<file path="src/rtl/uart_tx_mmio_pkg.sv">
// Shared definitions for the memory-mapped UART transmitter: register offsets,
// STATUS bit positions, FSM state encoding and the STATUS word builder.
package uart_tx_mmio_pkg;

  localparam logic [3:0] UART_TXDATA  = 4'h0;
  localparam logic [3:0] UART_STATUS  = 4'h4;
  localparam logic [3:0] UART_DIVISOR = 4'h8;

  localparam int STATUS_BUSY     = 0;
  localparam int STATUS_FULL     = 1;
  localparam int STATUS_EMPTY    = 2;
  localparam int STATUS_OVERFLOW = 3;

  typedef enum logic [1:0] {
    ST_IDLE  = 2'd0,
    ST_START = 2'd1,
    ST_DATA  = 2'd2,
    ST_STOP  = 2'd3
  } uart_state_e;

  function automatic logic [31:0] status_word(input logic overflow, input logic empty,
                                              input logic full, input logic busy);
    logic [31:0] w;
    w = '0;
    w[STATUS_OVERFLOW] = overflow;
    w[STATUS_EMPTY]    = empty;
    w[STATUS_FULL]     = full;
    w[STATUS_BUSY]     = busy;
    return w;
  endfunction

endpackage

</file>
<file path="src/rtl/uart_tx_mmio_if.sv">
// CPU data-memory port slice seen by the UART: store/load stream in, read data and hit out.
// No backpressure: a store is valid when I_memrw=1 and the address hits; the UART is always ready.
interface uart_tx_mmio_if;
  logic        I_memrw;
  logic [31:0] I_address;
  logic [31:0] I_data;
  logic [31:0] O_data;
  logic        O_hit;

  modport master (output I_memrw, output I_address, output I_data,
                  input O_data, input O_hit);
  modport slave  (input I_memrw, input I_address, input I_data,
                  output O_data, output O_hit);
endinterface

</file>
<file path="src/rtl/uart_tx_mmio_fifo.sv">
// Synchronous byte FIFO; a push into a full FIFO is accepted only when a pop happens the same cycle.
module uart_tx_mmio_fifo #(
  parameter int DEPTH = 4
) (
  input  logic       I_clk,
  input  logic       I_rst,
  input  logic       I_push,
  input  logic       I_pop,
  input  logic [7:0] I_data,
  output logic [7:0] O_data,
  output logic       O_full,
  output logic       O_empty
);
  localparam int AW = $clog2(DEPTH);
  localparam int CW = AW + 1;

  logic [7:0]    mem [DEPTH];
  logic [AW-1:0] wr_ptr;
  logic [AW-1:0] rd_ptr;
  logic [CW-1:0] count;
  logic          push_ok;
  logic          pop_ok;

  assign O_empty = (count == '0);
  assign O_full  = (count == CW'(DEPTH));
  assign pop_ok  = I_pop && !O_empty;
  assign push_ok = I_push && (!O_full || pop_ok);
  assign O_data  = mem[rd_ptr];

  always_ff @(posedge I_clk) begin
    if (push_ok) mem[wr_ptr] <= I_data;
  end

  // Pointers are AW bits wide, so they wrap modulo DEPTH on their own.
  always_ff @(posedge I_clk) begin
    if (I_rst) begin
      wr_ptr <= '0;
      rd_ptr <= '0;
      count  <= '0;
    end else begin
      if (push_ok) wr_ptr <= wr_ptr + AW'(1);
      if (pop_ok)  rd_ptr <= rd_ptr + AW'(1);
      case ({push_ok, pop_ok})
        2'b10:   count <= count + CW'(1);
        2'b01:   count <= count - CW'(1);
        default: count <= count;
      endcase
    end
  end
endmodule

</file>
<file path="src/rtl/uart_tx_mmio.sv">
// Memory-mapped 8N1 UART transmitter: register decode, DIVISOR/overflow registers,
// TX FSM with baud counter and shift register, fed by a small byte FIFO.
module uart_tx_mmio
  import uart_tx_mmio_pkg::*;
#(
  parameter logic [31:0] BASE         = 32'h0000_1000,
  parameter logic [15:0] CLKDIV_RESET = 16'd867,
  parameter int          FIFO_DEPTH   = 4
) (
  input  logic          I_clk,
  input  logic          I_rst,
  uart_tx_mmio_if.slave bus,
  output logic          O_tx,
  output logic          O_busy,
  output uart_state_e   O_state
);
  logic [3:0]  offset;
  logic        hit;
  logic        wr_en;
  logic        push;
  logic        pop;
  logic        fifo_full;
  logic        fifo_empty;
  logic [7:0]  fifo_data;
  logic        unused_data;

  logic [15:0] divisor;
  logic        overflow;

  uart_state_e state, state_n;
  logic        tx_n;
  logic [7:0]  shift, shift_n;
  logic [2:0]  bit_cnt, bit_cnt_n;
  logic [15:0] baud, baud_n;

  assign offset      = bus.I_address[3:0];
  assign hit         = (bus.I_address[31:4] == BASE[31:4]);
  assign wr_en       = bus.I_memrw && hit;
  assign push        = wr_en && (offset == UART_TXDATA);
  assign unused_data = ^bus.I_data[31:16];

  assign bus.O_hit = hit;
  assign O_busy    = (state != ST_IDLE) || !fifo_empty;
  assign O_state   = state;

  uart_tx_mmio_fifo #(.DEPTH(FIFO_DEPTH)) u_fifo (
    .I_clk   (I_clk),
    .I_rst   (I_rst),
    .I_push  (push),
    .I_pop   (pop),
    .I_data  (bus.I_data[7:0]),
    .O_data  (fifo_data),
    .O_full  (fifo_full),
    .O_empty (fifo_empty)
  );

  always_comb begin
    bus.O_data = '0;
    if (hit) begin
      case (offset)
        UART_STATUS:  bus.O_data = status_word(overflow, fifo_empty, fifo_full, O_busy);
        UART_DIVISOR: bus.O_data = {16'b0, divisor};
        default:      bus.O_data = '0;
      endcase
    end
  end

  // Every bit boundary reloads baud from the live DIVISOR, so a mid-frame
  // DIVISOR write only affects bits that start after it.
  always_comb begin
    state_n   = state;
    tx_n      = O_tx;
    shift_n   = shift;
    bit_cnt_n = bit_cnt;
    baud_n    = baud;
    pop       = 1'b0;
    case (state)
      ST_IDLE: begin
        if (!fifo_empty) begin
          pop     = 1'b1;
          shift_n = fifo_data;
          baud_n  = divisor;
          tx_n    = 1'b0;
          state_n = ST_START;
        end
      end
      ST_START: begin
        if (baud == '0) begin
          tx_n      = shift[0];
          bit_cnt_n = '0;
          baud_n    = divisor;
          state_n   = ST_DATA;
        end else begin
          baud_n = baud - 16'd1;
        end
      end
      ST_DATA: begin
        if (baud == '0) begin
          baud_n = divisor;
          if (bit_cnt == 3'd7) begin
            tx_n    = 1'b1;
            state_n = ST_STOP;
          end else begin
            shift_n   = {1'b0, shift[7:1]};
            tx_n      = shift[1];
            bit_cnt_n = bit_cnt + 3'd1;
          end
        end else begin
          baud_n = baud - 16'd1;
        end
      end
      ST_STOP: begin
        if (baud == '0) state_n = ST_IDLE;
        else            baud_n  = baud - 16'd1;
      end
      default: state_n = ST_IDLE;
    endcase
  end

  always_ff @(posedge I_clk) begin
    if (I_rst) begin
      state    <= ST_IDLE;
      O_tx     <= 1'b1;
      shift    <= '0;
      bit_cnt  <= '0;
      baud     <= '0;
      divisor  <= CLKDIV_RESET;
      overflow <= 1'b0;
    end else begin
      state   <= state_n;
      O_tx    <= tx_n;
      shift   <= shift_n;
      bit_cnt <= bit_cnt_n;
      baud    <= baud_n;
      if (wr_en && offset == UART_DIVISOR) divisor <= bus.I_data[15:0];
      // A dropped byte sets overflow even if a clear lands in the same cycle.
      if (push && fifo_full && !pop)
        overflow <= 1'b1;
      else if (wr_en && offset == UART_STATUS && bus.I_data[STATUS_OVERFLOW])
        overflow <= 1'b0;
    end
  end
endmodule
</file>
<file path="src/flat_wrapper.sv">
// flat-port wrapper written by rule: the top's interface ports become plain ports
module uart_tx_mmio_flat import uart_tx_mmio_pkg::*;
#(
  parameter logic [31:0] BASE         = 32'h0000_1000,
  parameter logic [15:0] CLKDIV_RESET = 16'd867,
  parameter int          FIFO_DEPTH   = 4
)
  (I_clk, I_rst, O_tx, O_busy, O_state, bus_I_memrw, bus_I_address, bus_I_data, bus_O_data, bus_O_hit);
  uart_tx_mmio_if bus_i ();
  input  logic I_clk;
  input  logic I_rst;
  output logic O_tx;
  output logic O_busy;
  output uart_state_e O_state;
  input wire logic [$bits(bus_i.I_memrw)-1:0] bus_I_memrw;
  input wire logic [$bits(bus_i.I_address)-1:0] bus_I_address;
  input wire logic [$bits(bus_i.I_data)-1:0] bus_I_data;
  output wire logic [$bits(bus_i.O_data)-1:0] bus_O_data;
  output wire logic [$bits(bus_i.O_hit)-1:0] bus_O_hit;
  assign bus_i.I_memrw = bus_I_memrw;
  assign bus_i.I_address = bus_I_address;
  assign bus_i.I_data = bus_I_data;
  assign bus_O_data = bus_i.O_data;
  assign bus_O_hit = bus_i.O_hit;
  uart_tx_mmio #(.BASE(BASE), .CLKDIV_RESET(CLKDIV_RESET), .FIFO_DEPTH(FIFO_DEPTH)) u_core (.I_clk(I_clk), .I_rst(I_rst), .bus(bus_i), .O_tx(O_tx), .O_busy(O_busy), .O_state(O_state));
endmodule
</file>
<file path="config.mk">
export PLATFORM = sky130hd
export DESIGN_NAME = uart_tx_mmio_flat
export DESIGN_NICKNAME = d
export VERILOG_FILES = /design/src/rtl/uart_tx_mmio_pkg.sv /design/src/rtl/uart_tx_mmio_if.sv /design/src/rtl/uart_tx_mmio_fifo.sv /design/src/rtl/uart_tx_mmio.sv /design/src/flat_wrapper.sv
export SDC_FILE = /design/constraint.sdc
export NUM_CORES = 1
export LEC_CHECK = 0
export ABC_AREA = 1
export CAP_MARGIN = 20
export CORE_ASPECT_RATIO = 0.75
export CORE_MARGIN = 2
export CORE_UTILIZATION = 45
export CTS_BUF_LIST = sky130_fd_sc_hd__clkbuf_8 sky130_fd_sc_hd__clkbuf_16
export DETAILED_ROUTE_END_ITERATION = 16
export PLACE_DENSITY_LB_ADDON = 0.3
export SLEW_MARGIN = 5
export SYNTH_ARGS = -nofsm -noshare
export SYNTH_HDL_FRONTEND = slang
export SYNTH_SLANG_ARGS = --single-unit
</file>
<file path="constraint.sdc">
create_clock -name I_clk -period 2.2 [get_ports I_clk]
set_clock_uncertainty 0.15 [all_clocks]
set_input_delay 0.33 -clock I_clk [delete_from_list [all_inputs] [get_ports I_clk]]
set_output_delay 0.33 -clock I_clk [all_outputs]
set_load 0.01 [all_outputs]
</file>
==> results.json <==
{
  "status": "finished clean",
  "yosysSeqAreaShare_pct": 44.91,
  "insertion_delay_ps": 340,
  "yosysWarnings": 0,
  "cts_tree": "yes",
  "die_w_um": 121.2,
  "ant_nets": 0,
  "cp-startpoint": "bus_I_address[1]",
  "slowest_stage": "clkdlybuf4s50_1",
  "die-height_um": 91.90,
  "min_path_cells": 2,
  "ir_drop_mv": 0.5619,
  "r2r_cells": 10,
  "critical_path_depth": 8,
  "cp_top_family": "buffers and inverters",
  "cts.path.max_buffers": 2,
  "setup_viol": 0,
  "synth.area.mux_share_pct": 0,
  "numPortBuffers": 71,
  "antenna_found_initial": 0,
  "synth_top_family_by_area": "simple AND/OR/NAND/NOR gates",
  "core_mm2": 0.01017,
  "cts_sinks": 88,
  "final_common_cell": "nand2_1",
  "hold_ws_ps": 298.4,
  "place.gp.congestion": 0.9791,
  "areaGrowthSynthToFinish_pct": 30.39,
  "drv_cap": 0,
  "synth-adder-area-share_pct": 4.211,
  "grt_usage_pct": 21.27,
  "htree_levels": 3,
  "hold_path_class": "flop to flop",
  "die-area_mm2": 0.01114,
  "first_pass_iters": 4,
  "layout.nets": 763,
  "period_share_pct": 97.18,
  "finalPower_mw": 6.759,
  "postRouteWirelength_mm": 11.64,
  "min_period_ps": 2138,
  "yosys.area_share.simple_pct": 21.27,
  "tightestPinTransition_ps": 524.5,
  "syn-cell-area_mm2": 0.004636,
  "drtIter0Drc": 353,
  "utilization_pct": 59.44,
  "slew_headroom_pct": 64.67,
  "ys_ff_latch": 88,
  "r2r-end": "u_core.baud[0]",
  "synth_compound_area_share_pct": 17.81,
  "rows": 32,
  "critPathRequiredTime_ps": 1720,
  "synthXorXnorAreaFrac_pct": 1.134,
  "critPathKind": "input port to output pin",
  "fmax_mhz": 467.7,
  "worstReg2RegStart": "u_core.baud[0]",
  "cts_root_buf": "clkbuf_16",
  "crit_path_max_incr_delay_ps": 400,
  "syn_inst": 587,
  "vias_per_cell": 5.175,
  "slew_viol_final": 0,
  "grt_max_degree": 35,
  "finalHoldViolCount": 0,
  "grt_pass1_wl_mm": 18.83,
  "remaining_drc_errors": 0,
  "grt_pass1_vias": 4001,
  "ys_types": 40,
  "io_pins": 104,
  "avgSynthCellArea_um2": 7.897,
  "endpoint_kind": "output pin",
  "rrSetupSlack_ps": 150,
  "vias": 4254,
  "crit_path_cell_trace": "clkdlybuf4s50_1 -> or2_4 -> nor3_4 -> buf_12 -> buf_4 -> nand2_1 -> nor2_1 -> buf_2",
  "start_util_pct": 45.58,
  "num_antenna_cells": 0,
  "critPathLaunchType": "input port",
  "critPathBufInv": 4,
  "setup_tns_ps": 0,
  "crit_arrival_ps": 1660,
  "clk_pin_slew_ps": 70,
  "numCtsBuffers": 9,
  "cp_max_fo": 8,
  "powerDensity_mw_per_mm2": 1118,
  "p_leak_nw": 2.776,
  "placed_cells": 802,
  "grt.overflow.total": 0,
  "layout-drive-gt1-share_pct": 16.03,
  "dpl.hpwl_mm": 8.237,
  "avgRoutedWirePerCell_um": 14.16,
  "endpoint": "bus_O_data[8]",
  "layout_common_cells": "nand2_1, nor2_1, inv_1, dfxtp_1, o21ai_0",
  "instances_no_fill": 822
}
cell usage after synthesis (all sizes together):
cell / instances / area share, %
and2: 1 / 0.14
o311ai: 1 / 0.19
a22oi: 2 / 0.32
conb: 1 / 0.081
nor2: 93 / 8.1
o22ai: 10 / 1.3
clkbuf: 10 / 0.81
buf: 24 / 4.0
nand4: 2 / 0.40
xnor2: 2 / 0.38
a211oi: 9 / 2.3
a31oi: 1 / 0.14
a21oi: 52 / 5.6
nand3: 18 / 1.9
or2: 2 / 0.32
nand3b: 1 / 0.16
o21ai: 61 / 6.7
xor2: 4 / 0.76
inv: 70 / 5.7
nor3: 19 / 2.4
ha: 14 / 3.8
fa: 1 / 0.43
dfxtp: 56 / 24
o211ai: 7 / 1.1
nand2: 94 / 7.8
edfxtp: 32 / 21
worst min path at each step:
stage / end / start / slack, ps
2_1_floorplan: u_core.shift[2] / u_core.shift[2] / 270
6_report: u_core.shift[5] / u_core.shift[5] / 300
4_1_cts: u_core.shift[7] / u_core.shift[7] / 300
5_1_grt: u_core.shift[3] / u_core.shift[3] / 320
3_5_place_dp: u_core.shift[5] / u_core.shift[5] / 290
3_3_place_gp: u_core.shift[2] / u_core.shift[2] / 280
power breakdown:
part / switching [mW] / internal (mW)
registers: 0.237 / 1.95
clock network: 0.656 / 0.952
logic: 1.87 / 1.09
total: 2.76 / 4.00
metal layers:
layer | global-route usage, % | routed length (µm) | vias up
met2 | 33.90 | 5200 | 172
met3 | 3.918 | 919 | 12
met4 | 6.418 | 152 | 0
met1 | 29.46 | 5366 | 1962
li1 | - | - | 2108
met5 | 0 | 0 | -
what timing repair did:
action | 4_1_cts | 5_1_grt
hold buffers | 0 | 0
gates cloned | 0 | 1
setup endpoints to repair | 19 | 29
buffers inserted | 2 | 1
pin swaps | 2 | 29
gates resized for setup | 83 | 47
worst min-delay path, stage by stage (launching register included):
cell     delay, ps
dfxtp_1        300
inv_1           50
a21oi_1         50
cells by family after synthesis:
kind of cell / after synthesis
xor gates and xnor gates: 6
buffers and inverters: 104
and+or+nand+nor: 230
AOI/OAI and AO/OA: 143
adders and majority gates: 15
other: 1
DFF: 88
registers in the layout (all words and copies together), names as in the netlist, named ones only:
name                  cells
u_core.baud              16
u_core.O_state            2
u_core.u_fifo.count       3
u_core.u_fifo.wr_ptr      2
u_core.u_fifo.rd_ptr      2
u_core.overflow           1
u_core.O_tx               1
u_core.divisor           16
u_core.shift              8
u_core.bit_cnt            3
u_core.u_fifo.mem        32
cell type report:
type / count / area [µm²]
Timing Repair Buffer: 102 / 988.4
Clock inverter: 6 / 65.06
Sequential cell: 88 / 2082
Fill cell: 910 / 4125
Inverter: 70 / 272.8
Clock buffer: 10 / 250.2
Multi-Input combinational cell: 410 / 2216
Tap cell: 136 / 170.2
per-stage QoR:
step                setup slack (ps)  cell area [µm²]
CTS                           -10.33             5882
detailed placement            -520.5             5575
global route                  -13.52             6045
global placement              -461.1             5575
floorplan                      167.4             4692
finish                         62.10             6045
(Power assumes the default switching activity.)
